[src/rtl/memctl_pkg.sv]
// Shared types for the memory access controller: FSM states, MDR op codes, output decode.
// The decode function is the single place that defines what each state drives.
package memctl_pkg;

    typedef enum logic [2:0] {
        IDLE,
        ADDR,
        WLOAD,
        WRITE,
        WDONE,
        RWAIT,
        RCAPT,
        RDRIVE
    } state_t;

    localparam logic [1:0] MDR_LD_BUS  = 2'b00;
    localparam logic [1:0] MDR_LD_RAM  = 2'b01;
    localparam logic [1:0] MDR_DRV_BUS = 2'b10;
    localparam logic [1:0] MDR_DRV_RAM = 2'b11;

    typedef struct packed {
        logic       mar_load;
        logic       mdr_enable;
        logic [1:0] mdr_ctrl;
        logic       ram_we;
        logic       ram_oe;
        logic       busy;
        logic       done;
    } ctl_t;

    function automatic ctl_t state_outputs(input state_t s);
        ctl_t c;
        c      = '0;
        c.busy = (s != IDLE);
        case (s)
            ADDR:   c.mar_load = 1'b1;
            WLOAD:  begin c.mdr_enable = 1'b1; c.mdr_ctrl = MDR_LD_BUS; end
            WRITE:  begin c.mdr_enable = 1'b1; c.mdr_ctrl = MDR_DRV_RAM; c.ram_we = 1'b1; end
            WDONE:  c.done = 1'b1;
            RWAIT:  c.ram_oe = 1'b1;
            RCAPT:  begin c.ram_oe = 1'b1; c.mdr_enable = 1'b1; c.mdr_ctrl = MDR_LD_RAM; end
            RDRIVE: begin c.mdr_enable = 1'b1; c.mdr_ctrl = MDR_DRV_BUS; c.done = 1'b1; end
            default: c = '0;
        endcase
        return c;
    endfunction

endpackage

[src/rtl/memctl_wait_timer.sv]
// 4-bit wait-state down-counter: load, decrement to zero, zero flag.
// Latency: zero reflects the registered count; no backpressure.
// Synchronous clear forces the count to 0.
module memctl_wait_timer (
    input  logic       clk,
    input  logic       clr,
    input  logic       load,
    input  logic [3:0] load_val,
    input  logic       dec,
    output logic       zero
);

    logic [3:0] cnt;

    always_ff @(posedge clk) begin
        if (clr)
            cnt <= '0;
        else if (load)
            cnt <= load_val;
        else if (dec && cnt != '0)
            cnt <= cnt - 4'd1;
    end

    assign zero = (cnt == '0);

endmodule

[src/rtl/memory_access_controller.sv]
// Moore FSM sequencing MAR/MDR/RAM strobes for one bus transfer; outputs registered per state.
// Latency: WAIT_STATES+4 cycles from req accept to done; req sampled only in IDLE, no backpressure.
// Build option MEMCTL_RAM_READY_EN: WRITE/RWAIT hold until ram_ready instead of WAIT_STATES.
module memory_access_controller
    import memctl_pkg::*;
#(
    parameter int WAIT_STATES = 2
) (
    input  logic       clk,
    input  logic       clr,
    input  logic       req,
    input  logic       we,
    input  logic       ram_ready,
    output logic       mar_load,
    output logic       mdr_enable,
    output logic [1:0] mdr_ctrl,
    output logic       mdr_clr,
    output logic       ram_we,
    output logic       ram_oe,
    output logic       busy,
    output logic       done
);

    state_t state;
    state_t nxt;
    ctl_t   ctl;
    logic   we_l;
    logic   tmr_load;
    logic   tmr_dec;
    logic   tmr_zero;
    logic   xfer_end;

    // Reload on entry into either timed state; count while resident in it.
    assign tmr_load = (state == WLOAD) || (state == ADDR && !we_l);
    assign tmr_dec  = (state == WRITE) || (state == RWAIT);

    memctl_wait_timer u_wait_timer (
        .clk      (clk),
        .clr      (clr),
        .load     (tmr_load),
        .load_val (4'(WAIT_STATES)),
        .dec      (tmr_dec),
        .zero     (tmr_zero)
    );

`ifdef MEMCTL_RAM_READY_EN
    logic unused_tmr_zero;
    assign unused_tmr_zero = tmr_zero;
    assign xfer_end        = ram_ready;
`else
    logic unused_ram_ready;
    assign unused_ram_ready = ram_ready;
    assign xfer_end         = tmr_zero;
`endif

    always_comb begin
        nxt = state;
        case (state)
            IDLE:    if (req) nxt = ADDR;
            ADDR:    nxt = we_l ? WLOAD : RWAIT;
            WLOAD:   nxt = WRITE;
            WRITE:   if (xfer_end) nxt = WDONE;
            WDONE:   nxt = IDLE;
            RWAIT:   if (xfer_end) nxt = RCAPT;
            RCAPT:   nxt = RDRIVE;
            RDRIVE:  nxt = IDLE;
            default: nxt = IDLE;
        endcase
    end

    // Outputs are registered from the next state so they line up with the state register.
    always_ff @(posedge clk) begin
        if (clr) begin
            state <= IDLE;
            ctl   <= '0;
            we_l  <= 1'b0;
        end else begin
            state <= nxt;
            ctl   <= state_outputs(nxt);
            if (state == IDLE && req)
                we_l <= we;
        end
    end

    assign mar_load   = ctl.mar_load;
    assign mdr_enable = ctl.mdr_enable;
    assign mdr_ctrl   = ctl.mdr_ctrl;
    assign ram_we     = ctl.ram_we;
    assign ram_oe     = ctl.ram_oe;
    assign busy       = ctl.busy;
    assign done       = ctl.done;
    assign mdr_clr    = clr;

endmodule
[config.mk]
export PLATFORM = sky130hd
export DESIGN_NAME = memory_access_controller
export DESIGN_NICKNAME = d
export VERILOG_FILES = /design/src/rtl/memctl_pkg.sv /design/src/rtl/memctl_wait_timer.sv /design/src/rtl/memory_access_controller.sv
export SDC_FILE = /design/constraint.sdc
export NUM_CORES = 1
export LEC_CHECK = 0
export ABC_AREA = 1
export BUFFER_PORTS_ARGS = -buffer_cell sky130_fd_sc_hd__buf_4
export CORE_MARGIN = 3
export CORE_UTILIZATION = 30
export CTS_CLUSTER_SIZE = 8
export DETAILED_ROUTE_END_ITERATION = 16
export HOLD_SLACK_MARGIN = 0.12
export MAX_ROUTING_LAYER = met4
export PLACE_DENSITY = 0.62
export SLEW_MARGIN = 20
export SYNTH_ARGS = -nofsm -noshare
export SYNTH_HDL_FRONTEND = slang
export SYNTH_SLANG_ARGS = --single-unit
[constraint.sdc]
create_clock -name clk -period 1.2 [get_ports clk]
set_input_delay 0 -clock clk [delete_from_list [all_inputs] [get_ports clk]]
set_output_delay 0 -clock clk [all_outputs]
set_load 0.05 [all_outputs]
After elaboration in Yosys (flattened, before gate mapping)

Cells that the tools add are included.

Add/sub/neg operators: 1
$mul: 0
Div/mod/pow operators: 0
$lt $le $gt $ge: 0
Equality and inequality tests: 14
Shift-type cells: 0
Mux-type cells: 12
Bitwise gates (word level): 1
Reduce and logical (&&, ||, !) cells: 17

Operators with widths:

| operator                                                            | count |
|---|---|
| 3-bit == test (second input constant)                               | 8 |
| 3-bit case mux with 7 select lines                                  | 1 |
| 3-bit by 2-bit == test with 1-bit output (second input constant)    | 4 |
| 3-bit two-way mux                                                   | 4 |
| 3-bit case mux with 4 select lines                                  | 1 |
| 2-bit OR reduction                                                  | 5 |
| 7-bit OR reduction                                                  | 1 |
| 3-bit by 1-bit == test with 1-bit output (second input constant)    | 2 |
| 4-bit logical NOT                                                   | 1 |
| 1-bit two-way mux                                                   | 4 |
| 2-bit two-way mux                                                   | 2 |
| 4-bit nonzero test                                                  | 1 |
| 4-bit by 1-bit subtractor with 4-bit output (second input constant) | 1 |
| 1-bit logical AND                                                   | 3 |
| 3-bit logical NOT                                                   | 1 |
| 3-bit nonzero test                                                  | 1 |
| 1-bit logical OR                                                    | 2 |
| 2-bit nonzero test                                                  | 1 |
| 1-bit logical NOT                                                   | 1 |
| 1-bit NOT                                                           | 1 |

Bits in registers: 16
Bits in latches: 0
RAM bits: 0
Memory bits (read-only): 0
Memories kept: 0

Depth between registers and ports, before layout

Depth in word-level cells: 7
Depth in mapped cells: 10

Hierarchy

A second synthesis with hierarchy kept.

Cells, all modules: 115
Area total of the unflattened synthesis: 813.3 µm²

Modules (own cells, without submodules):

| module                   | instances | cells each | area each (µm²) |
|---|---|---|---|
| memory_access_controller | 1         | 74         | 539.3 |
| memctl_wait_timer        | 1         | 41         | 274.0 |

Worst setup path after synthesis

OpenSTA, ideal clock, no wires.

Kind: register -> register
Start: reg u_wait_timer.cnt[0]
End: reg ctl, in the netlist mdr_ctrl[0]
Library setup time: 116 ps
Arrival time: 1156 ps
Data required time: 1084 ps
Setup slack: -72 ps
Cell stages (with the launch flop): 10
Cells stage by stage: dfxtp_1 > inv_1 > ha_1 > nand3_2 > nand2_1 > o21ai_1 > nor2_1 > nor2_1 > nand2_1 > nand2_1

Longest elaborated chain between the ends: 5
Elaborated cells between the ends (all ways): 9
Classes of those cells: 4 x eq/ne; 4 x mux; 1 x reduce/logical

Ends and longest elaborated chain:

| element                                                                   | RTL line                                                       | text |
|---|---|---|
| start, declared                                                           | memctl_wait_timer.sv:13                                        | `logic [3:0] cnt;` |
| start signal, assigned                                                    | memctl_wait_timer.sv:19                                        | `cnt <= load_val;` |
| start signal, assigned                                                    | memctl_wait_timer.sv:21                                        | `cnt <= cnt - 4'd1;` |
| 4-bit logical NOT *                                                       | memctl_wait_timer.sv:24                                        | `assign zero = (cnt == '0);` |
| 3-bit two-way mux, on equally long branches                               | memory_access_controller.sv:64, memory_access_controller.sv:62 |  |
| 3-bit case mux with 7 select lines *                                      | memory_access_controller.sv:58                                 | `case (state)` |
| 3-bit == test or 3-bit by 2-bit == test with 1-bit output (tied branches) | memctl_pkg.sv:35                                               | `case (s)` |
| 3-bit case mux with 4 select lines *                                      | memctl_pkg.sv:35                                               |  |
| end signal, assigned                                                      | memory_access_controller.sv:79                                 | `ctl <= state_outputs(nxt);` |
| end, declared                                                             | memory_access_controller.sv:26                                 | `ctl_t ctl;` |

Mark *: on every way between the ends. The rest lies on a longest branch, timed or not.
A chain may end at the register's enable or synchronous reset.

Worst setup path in the final report

Start: reg state[1]
End: reg state[1]

Longest elaborated chain between the ends: 3
Elaborated cells between the ends (all ways): 13
Classes of those cells: 7 x eq/ne; 4 x mux; 2 x reduce/logical

Ends and longest elaborated chain:

| element                              | RTL line                       | text |
|---|---|---|
| start, declared                      | memory_access_controller.sv:24 | `state_t state;` |
| start signal, assigned               | memory_access_controller.sv:78 | `state <= nxt;` |
| 3-bit == test                        | memory_access_controller.sv:58 |  |
| 2-bit OR reduction (no line)         | --                             |  |
| 3-bit case mux with 7 select lines * | memory_access_controller.sv:58 |  |

Marked as above.

==> results.toml <==
[run_status]
status = "complete, but fails checks"
violations = "setup timing"

[route]
avgRoutedWirePerCell_um = 11.2
vias = 741
vias_per_cell = 4.60
ant_nets = 0
drc_errors = 0
drt_iter0_drc = 14
drt-pass1-iter-count = 4
wl_um = 1800

[pwr]
vdd.ir_drop.worst_uv = 1060
pwr-share-seq_pct = 34.8
power.share.clock_pct = 18.3
power_density_nw_per_um2 = 1790
pwr-share-comb_pct = 46.9
p_int_mw = 1.17
p_sw_uw = 841
p_sw_share_pct = 41.9
p_leak_nw = 0.567

[placement]
port_buffers = 12
dpl.cell_count = 147
hpwl_um = 1030
gp_congestion = 0.857
place_ws_ps = -80.5

[setup_path]
timing.rr.start = "state[1]$_SDFF_PP0_"
worst_r2r_endpoint = "state[1]$_SDFF_PP0_"
cp.required_ps = 1430
r2r_slack_ps = -40
start_kind = "flip-flop"
crit_type = "reg -> reg"
r2r_cells = 7
crit_path_max_fanout = 5
cp.arrival_ps = 1470
endpoint_kind = "flip-flop"

[synthesis]
synth-seq-cells = 16
avgSynthCellArea_um2 = 7.06
synth_cell_types = 18
syn_nets = 109
netlist_instances = 103
netlist_area_um2 = 727
yosysWarnings = 0
seq_area_frac_synth_pct = 44.1

[finish]
diodes = 0
fin_nets = 140
fin_cells = 161
layout_commonest_cell = "buf_4"
final_layout_size_suffix_gt1_share_pct = 45.1
fillers = 226
final_util_pct = 49.8
area_growth_syn_to_layout_pct = 54.6
final_cell_mix = "buf_4, nand2_1, dfxtp_1"

[timing]
final.min_clock_period_ps = 1240
setup_viol = 4
tightest_slew_ps = 266
post-route-period-util_pct = 103
drv_slew = 0
rsz0062_at_grt = "true"
finalWorstSetupSlack_ps = -39.2
hold_viol = 0
max_freq_mhz = 807
relSlewSlack_pct = 82.1
worst_clock_skew_ps = 1.75

[die]
dieWidth_um = 55.2
die_h_um = 55.2
dieArea_um2 = 3050
rows = 17
pin_count = 14
core_um2 = 2250
initial_core_util_pct = 32.2

[global_routing]
track_usage_pct = 12.4
grt_max_degree = 10
grt_pass1_wl_um = 3000
grt_remaining_overflow = 0
grt_pass1_vias = 722
antenna_found_initial = 0

[flow_run]
maxCapViolCount = 0

[hold_path]
hold_depth = 2
hp-class = "in -> out"
min_from = "clr"
hold_end = "mdr_clr"

[clock_tree]
root_buffer = "clkbuf_4"
clk_pin_slew_ps = 100
clockBufferDepth = 2
cts_sinks = 16
h-tree-depth = 1
clkLatencyLatePin_ps = 290
cts_tree = "done"
cts-buffers-inserted = 3
==> cells in the mapped netlist <==
library cell	instances	area [µm²]
nand4_1	3	18.8
o21ai_1	4	20.0
dfxtp_1	16	320
nand3_2	2	20.0
inv_1	13	48.8
nand2_1	22	82.6
nor3_1	1	5.00
nor2_1	17	63.8
o21ai_0	3	15.0
nor3b_2	1	12.5
a21oi_1	4	20.0
nand2_2	1	6.26
ha_1	1	12.5
nand2_4	1	11.3
nand3_1	7	35.0
inv_2	5	18.8
xor2_1	1	8.76
buf_4	1	7.51
==> metrics by stage <==
step | hold WS, ps | instance area, µm² | TNS [ps] | power [mW]
2_1_floorplan | 69.1 | 747 | 0 | 1.23
3_3_place_gp | 215 | 902 | -222 | 1.42
3_5_place_dp | 212 | 902 | -309 | 1.42
4_1_cts | 280 | 1030 | -199 | 1.85
5_1_grt | 291 | 1120 | -930 | 2.14
6_report | 278 | 1120 | -133 | 2.01
==> power by group through the flow <==
| stage | combinational (mW) | sequential (mW) | clock (mW) |
|---|---|---|---|
| 2_1_floorplan | 0.374 | 0.858 | 0 |
| 3_3_place_gp | 0.733 | 0.687 | 0 |
| 3_5_place_dp | 0.737 | 0.683 | 0 |
| 4_1_cts | 0.801 | 0.676 | 0.378 |
| 5_1_grt | 1.03 | 0.709 | 0.406 |
| 6_report | 0.942 | 0.699 | 0.368 |
==> cell families after synthesis <==
family	synth area share, %
adder cells (fa/ha/maj)	1.72
AND/OR/NAND/NOR	35.1
flip-flops	44.1
AO/OA/AOI/OAI	7.57
buffers and inverters	10.3
XOR/XNOR	1.21
==> per-layer routing <==
layer / track usage, % / up-vias / routed length [µm] / part of all wire, %
li1: - / 386 / - / -
met1: 14.3 / 331 / 788 / 44
met2: 19.4 / 20 / 908 / 50
met3: 3.27 / 4 / 58 / 3.2
met4: 6.60 / 0 / 44 / 2.4
met5: - / - / 0 / 0
==> cell type report <==
| class | instances | area (µm²) | share of cell area (%) |
|---|---|---|---|
| multi-input combinational | 68 | 432 | 38.4 |
| sequential | 16 | 329 | 29.3 |
| tap | 28 | 35.0 | 3.12 |
| timing repair buffer | 27 | 221 | 19.7 |
| inverter | 18 | 70.1 | 6.24 |
| clock buffer | 4 | 36.3 | 3.23 |
==> worst max-delay path: stages, from the launching register on <==
cell     delay (ps)
dfxtp_2         380
inv_4            70
nor2_2          170
inv_1            90
o21ai_1         170
nor2_4           70
buf_4           140
nor2_1           90
==> flip-flops by register name, indices dropped and copies added, names as in the netlist <==
name and count:
done 1, u_wait_timer.cnt 4, mar_load 1, mdr_ctrl 2
busy 1, ram_oe 1, mdr_enable 1, we_l 1
ram_we 1, state 3
==> worst max-delay path by stage <==
stage	end	startpoint	slack (ps)
floorplan	mdr_ctrl[0]$_SDFF_PP0_	u_wait_timer.cnt[1]$_SDFFE_PP0P_	4
global placement	ram_oe$_SDFF_PP0_	u_wait_timer.cnt[0]$_SDFFE_PP0P_	-60
detailed placement	mdr_ctrl[0]$_SDFF_PP0_	u_wait_timer.cnt[0]$_SDFFE_PP0P_	-80
CTS	mdr_ctrl[0]$_SDFF_PP0_	u_wait_timer.cnt[0]$_SDFFE_PP0P_	-50
global route	ram_oe$_SDFF_PP0_	u_wait_timer.cnt[0]$_SDFFE_PP0P_	-130
finish	state[1]$_SDFF_PP0_	state[1]$_SDFF_PP0_	-40
==> repair_timing <==
action	in CTS	in global routing
buffers inserted	3	1
pin swaps	7	12
hold endpoints to repair	9	0
resized for setup	7	25
hold buffers	6	0
endpoints found under the setup margin	8	14
Power figures use the tool's default switching activity.
